$ cat src/rtl/seg7_pkg.sv
// seg7_pkg: shared active-low seven-segment code constants.
// Segment bit order is g..a in bits 6..0; a 0 bit lights the segment.
// The decimal point is handled separately by the scan driver.
package seg7_pkg;

    // Hex glyphs 0..F, entry 0 in the low slice: 0 1 2 3 4 5 6 7 8 9 A b C d E F.
    localparam logic [15:0][6:0] SEG_HEX = {
        7'h0E, 7'h06, 7'h21, 7'h46, 7'h03, 7'h08, 7'h10, 7'h00,
        7'h78, 7'h02, 7'h12, 7'h19, 7'h30, 7'h24, 7'h79, 7'h40
    };

    localparam logic [6:0] SEG_DASH = 7'h3F;
    localparam logic [6:0] SEG_OFF  = 7'h7F;
    localparam logic [7:0] CATH_OFF = 8'hFF;

endpackage

$ cat src/rtl/seg7_nibble_enc.sv
// seg7_nibble_enc: combinational nibble to active-low segment decoder.
// Ports: nibble - 4-bit digit value
//        hex_en - 1 shows 10..15 as A b C d E F, 0 shows them as a dash
//        seg    - active-low segments g..a
module seg7_nibble_enc
    import seg7_pkg::*;
(
    input  logic [3:0] nibble,
    input  logic       hex_en,
    output logic [6:0] seg
);

    assign seg = (!hex_en && nibble > 4'd9) ? SEG_DASH : SEG_HEX[nibble];

endmodule

$ cat src/rtl/seg7_scan_driver.sv
// seg7_scan_driver: time-multiplexed scan driver for a common-anode seven-segment display.
// Ports: clk, rst_n     - clock, asynchronous active-low reset
//        load           - one-cycle request to capture value, dp_mask and blank_lz
//        value          - one nibble per digit, nibble 0 is the rightmost digit
//        dp_mask        - per-digit decimal point, 1 = lit
//        blank_lz       - 1 = blank leading zeros
//        cathode        - active-low segments, bit7 = dp, bits 6..0 = g..a
//        anode          - active-low digit enables, at most one low
//        frame_tick     - one-cycle pulse after each completed scan of all digits
module seg7_scan_driver
    import seg7_pkg::*;
#(
    parameter int NUM_DIGITS  = 4,
    parameter int REFRESH_DIV = 100000,
    parameter bit HEX_EN      = 1'b1
) (
    input  logic                    clk,
    input  logic                    rst_n,
    input  logic                    load,
    input  logic [4*NUM_DIGITS-1:0] value,
    input  logic [NUM_DIGITS-1:0]   dp_mask,
    input  logic                    blank_lz,
    output logic [7:0]              cathode,
    output logic [NUM_DIGITS-1:0]   anode,
    output logic                    frame_tick
);

    localparam int CW = $clog2(REFRESH_DIV);
    localparam int IW = NUM_DIGITS > 1 ? $clog2(NUM_DIGITS) : 1;
    localparam logic [CW-1:0] CNT_LAST = CW'(REFRESH_DIV - 1);
    localparam logic [IW-1:0] IDX_LAST = IW'(NUM_DIGITS - 1);

    logic [CW-1:0]           cnt;
    logic [IW-1:0]           idx;
    logic                    slot_end;
    logic                    frame_end;
    logic [4*NUM_DIGITS-1:0] sh_val;
    logic [4*NUM_DIGITS-1:0] act_val;
    logic [NUM_DIGITS-1:0]   sh_dp;
    logic [NUM_DIGITS-1:0]   act_dp;
    logic                    sh_blz;
    logic                    act_blz;
    logic                    pending;
    logic [NUM_DIGITS-1:0]   zero_from;
    logic [3:0]              nib;
    logic [6:0]              seg;
    logic                    blanked;

    assign slot_end  = cnt == CNT_LAST;
    assign frame_end = slot_end && idx == IDX_LAST;

    // Scan position: refresh counter within a slot, digit index across slots.
    always_ff @(posedge clk or negedge rst_n) begin
        if (!rst_n) begin
            cnt <= '0;
            idx <= '0;
        end else begin
            cnt <= slot_end ? '0 : cnt + CW'(1);
            if (slot_end)
                idx <= idx == IDX_LAST ? '0 : idx + IW'(1);
        end
    end

    // Double buffering: active registers only change at a frame boundary so a
    // frame never shows a mix of old and new digits. A load landing exactly on
    // the boundary bypasses the shadow and takes effect from digit 0.
    always_ff @(posedge clk or negedge rst_n) begin
        if (!rst_n) begin
            sh_val  <= '0;
            sh_dp   <= '0;
            sh_blz  <= 1'b0;
            act_val <= '0;
            act_dp  <= '0;
            act_blz <= 1'b0;
            pending <= 1'b0;
        end else begin
            if (load) begin
                sh_val <= value;
                sh_dp  <= dp_mask;
                sh_blz <= blank_lz;
            end
            if (frame_end) begin
                pending <= 1'b0;
                if (load) begin
                    act_val <= value;
                    act_dp  <= dp_mask;
                    act_blz <= blank_lz;
                end else if (pending) begin
                    act_val <= sh_val;
                    act_dp  <= sh_dp;
                    act_blz <= sh_blz;
                end
            end else if (load) begin
                pending <= 1'b1;
            end
        end
    end

    // zero_from[i]: nibble i and every more-significant nibble are zero.
    always_comb begin
        zero_from = '0;
        for (int i = 0; i < NUM_DIGITS; i++)
            zero_from[i] = (act_val >> (4 * i)) == '0;
    end

    assign nib     = act_val[{idx, 2'b00} +: 4];
    assign blanked = act_blz && idx != '0 && zero_from[idx];

    seg7_nibble_enc u_enc (
        .nibble (nib),
        .hex_en (HEX_EN),
        .seg    (seg)
    );

    // Registered outputs; counter value 0 of each slot is dark so the previous
    // digit's segments never bleed onto the next anode while it switches.
    always_ff @(posedge clk or negedge rst_n) begin
        if (!rst_n) begin
            anode      <= '1;
            cathode    <= CATH_OFF;
            frame_tick <= 1'b0;
        end else begin
            frame_tick <= frame_end;
            anode      <= cnt == '0 ? '1 : ~(NUM_DIGITS'(1) << idx);
            cathode    <= cnt == '0 ? CATH_OFF : {~act_dp[idx], blanked ? SEG_OFF : seg};
        end
    end

endmodule

$ cat config.mk
export PLATFORM = sky130hd
export DESIGN_NAME = seg7_scan_driver
export DESIGN_NICKNAME = d
export VERILOG_FILES = /design/src/rtl/seg7_pkg.sv /design/src/rtl/seg7_nibble_enc.sv /design/src/rtl/seg7_scan_driver.sv
export SDC_FILE = /design/constraint.sdc
export NUM_CORES = 1
export LEC_CHECK = 0
export CORE_MARGIN = 4
export CORE_UTILIZATION = 39
export CTS_CLUSTER_DIAMETER = 60
export DETAILED_ROUTE_END_ITERATION = 6
export HOLD_SLACK_MARGIN = 0.12
export SETUP_SLACK_MARGIN = 0.4
export SLEW_MARGIN = 0
export SYNTH_ARGS = -nofsm -noshare
export SYNTH_HDL_FRONTEND = slang
export SYNTH_SLANG_ARGS = --single-unit
$ cat constraint.sdc
create_clock -name clk -period 2.4 [get_ports clk]
set_input_delay 0.48 -clock clk [delete_from_list [all_inputs] [get_ports clk]]
set_output_delay 0.48 -clock clk [all_outputs]
set_load 0.03 [all_outputs]
==> impl_metrics.toml <==
[worst_hold_path]
min_path_type = "reg2reg"
holdCritStartpoint = "cnt[0]"

[finish]
drive_gt1_frac = 0.3697
fin_nets = 361
finish.instance_area_um2 = 4424
num_antenna_cells = 0
fillers = 756
area_growth_pct = 26.47

[sta]
slew_headroom = 0.6555
rsz0062_at_grt = "yes"
drv_slew = 0
hold-worst-slack_ns = 0.4650
post-route-period-util = 0.8342
fin_skew_ns = 0.01412
hold_viol = 0
max_freq_ghz = 0.4995
setup_viol = 0
finalSetupTns_ns = 0
tightestPinTransition_ns = 0.5167
fin_crit_ns = 2.002

[critical_path]
cp-endpoint = "cathode[3]"
crit_type = "reg2reg"
crit_arrival_ns = 2.26
cpMostUsedCell = "mux4_2"
r2r_slack_ns = 0.40
required_ns = 2.66
critPathBufInv = 1
critPathMaxStageDelay_ns = 0.62
r2r-end = "cathode[3]"
start_kind = "flop"
cp.depth = 5
path_cells = "mux4_2 -> ha_2 -> mux4_2 -> inv_2 -> nand3_2"
crit_path_start = "idx[0]"
cp_top_family = "multiplexers"
critPathCaptureType = "flop"
r2r_cells = 5
r2r-start = "idx[0]"
critPathMaxFanout = 6
crit_slowest_cell = "mux4_2"

[place]
placed_area_um2 = 3995
gp_congestion = 0.8131
port_buffers = 36
hpwl_mm = 4.709

[drt]
first_pass_iters = 5
wirelength_mm = 6.992
wl_per_cell_um = 15.96
vias = 2225
ant_nets = 0
drc = 0
drt_iter0_markers = 92
via_per_inst = 5.080

[floorplanning]
fp.dieH_um = 102.7
die_area_um2 = 10550
ios = 37
fp.dieW_um = 102.7
start_util = 0.4011
rows = 34
coreArea_um2 = 8721

[synthesis]
syn-mean-instance-area_um2 = 13.30
synth_nets = 299
async_flop_share = 1.000
synth_area_leaders = "dfrtp_1 45%, mux2_2 14%, dfstp_2 9.0%, ha_1 4.3%, mux4_1 3.0%"
yosys_warnings = 0
synth_edf_count = 0
synth_area_leader_cell = "dfrtp_1"
synth-main-ff-cell = "dfrtp_1"
synth_cells = 263
synth_top_area_share = 0.4506
synth.distinct_cells = 42
yosysSeqAreaShare = 0.5408
netlist_area_um2 = 3498
ys_seq_elements = 75

[flow_run]
maxCapViolCount = 0

[power]
ir_worst_vdd_mv = 0.2143
p_leak_nw = 1.948
powerDensity_nw_per_um2 = 517.8

[clocking]
cts_made_buffers = 9
path_clk_slew_ns = 0.08
cts_root_buf = "clkbuf_8"
cts_sinks = 75
insertion_delay_ns = 0.35
clockBufferDepth = 2
htree_levels = 3
cts_tree = "yes"

[outcome]
outcome = "completed"

[grt]
grt_pass1_wl_mm = 11.28
grt_start_max_net_pins = 31
antenna_found_initial = 0
grt.overflow.total = 0
track_usage = 0.1393
grt_pass1_vias = 2248
[worst register-to-register path, stage by stage (launching register included)]
cell and delay (ns):
dfrtp_2 0.45, mux4_2 0.62, ha_2 0.26, mux4_2 0.48, inv_2 0.07, nand3_2 0.06
[worst min path at each step]
stage                            to  slack, ns  depth (start not counted)
after floorplan             act_blz       0.18                          0
after global placement    sh_val[2]       0.48                          1
after detailed placement  sh_val[2]       0.48                          1
after CTS                    cnt[8]       0.50                          1
after global routing         cnt[0]       0.50                          1
final                        cnt[0]       0.47                          1
[repair_timing]
action | in CTS | in global routing
endpoints found under the hold margin | 19 | 0
hold buffers | 1 | 0
buffers inserted | 0 | 11
gates cloned | 0 | 4
gates resized for setup | 14 | 34
endpoints found under the setup margin | 34 | 28
pin swaps | 0 | 5
[synth_stat cells (2+ instances only)]
cell / instances
a21oi_1: 4
and2_1: 3
and3_1: 2
and4_1: 3
buf_1: 2
buf_4: 3
buf_6: 4
dfrtp_1: 63
dfstp_2: 12
ha_1: 12
inv_1: 8
mux2_2: 45
mux2i_1: 2
mux4_1: 4
mux4_2: 3
nand2_1: 17
nand3_1: 9
nand4_1: 6
nor2_1: 12
nor2b_1: 5
nor3_1: 5
nor4_1: 4
o2111ai_1: 3
o21ai_0: 3
xnor2_1: 7
xor2_1: 6
[cell type report]
class | instances | area, um^2 | share of cell area
flip-flops and latches | 75 | 1897 | 0.4287
well taps | 108 | 135.1 | 0.03054
clock inverters | 5 | 38.79 | 0.008767
multi-input cells | 169 | 1584 | 0.3580
inverters | 9 | 38.79 | 0.008767
clock buffers | 11 | 131.4 | 0.02969
repair buffers | 61 | 599.3 | 0.1355
[layout by cell type (no fill, tap or decap), types with 3 or more instances in the layout]
cell	count
o2111ai_1	3
dfstp_2	12
clkbuf_8	9
xor2_1	6
ha_2	3
buf_4	16
a21oi_1	4
nor2_1	12
inv_1	5
dfrtp_2	4
dlygate4sd2_1	12
nand4_1	6
nor3_1	3
nor2b_1	5
nor3_2	3
buf_6	3
ha_1	8
clkdlybuf4s50_1	23
and4_1	3
mux2_4	15
and2_1	3
xnor2_1	7
nor4_1	4
mux4_2	6
o21ai_0	3
nand3_1	9
nand2_1	16
dfrtp_1	59
mux2_2	30
[state kept, by name (all words and copies together) (netlist names), 2 cells and up]
signal,count
idx,2
act_val,16
cathode,8
sh_val,16
sh_dp,4
act_dp,4
cnt,17
anode,4
[per-stage QoR]
stage / utilization / total power [W] / setup slack [ns] / cells
4_1_cts: 0.4775 / 0.002321 / 0.3698 / 423
5_1_grt: 0.5073 / 0.002394 / 0.3328 / 438
6_report: 0.5073 / 0.002291 / 0.3978 / 438
2_1_floorplan: - / 0.001376 / 0.4040 / 263
3_5_place_dp: 0.4581 / 0.001463 / 0.3044 / 406
3_3_place_gp: 0.4581 / 0.001459 / 0.3027 / 406
[cells by family after synthesis]
group                    Yosys count  share of synthesized area
flip-flops                        75                     0.5408
adder cells (fa/ha/maj)           12                    0.04292
multiplexers                      55                     0.2031
AO/OA/AOI/OAI                     15                    0.02969
AND/OR/NAND/NOR                   74                     0.1187
XOR/XNOR                          13                    0.03255
buffers and inverters             19                    0.03219
[per-layer routing]
layer  GRT usage  vias up  routed length, um
met5           0        -                  0
met4     0.06660        0                 96
met3     0.02436        6                279
met2      0.2090       45               3241
met1      0.1958     1106               3375
li1            -     1068                  -
[power breakdown]
group,leakage (nW),switching [W],internal (W)
Clock,0.0839,0.000473,0.000381
Combinational,0.934,0.0000572,0.0000732
Sequential,0.931,0.00000801,0.00130
Note: power is estimated with default switching activity, not from simulation.
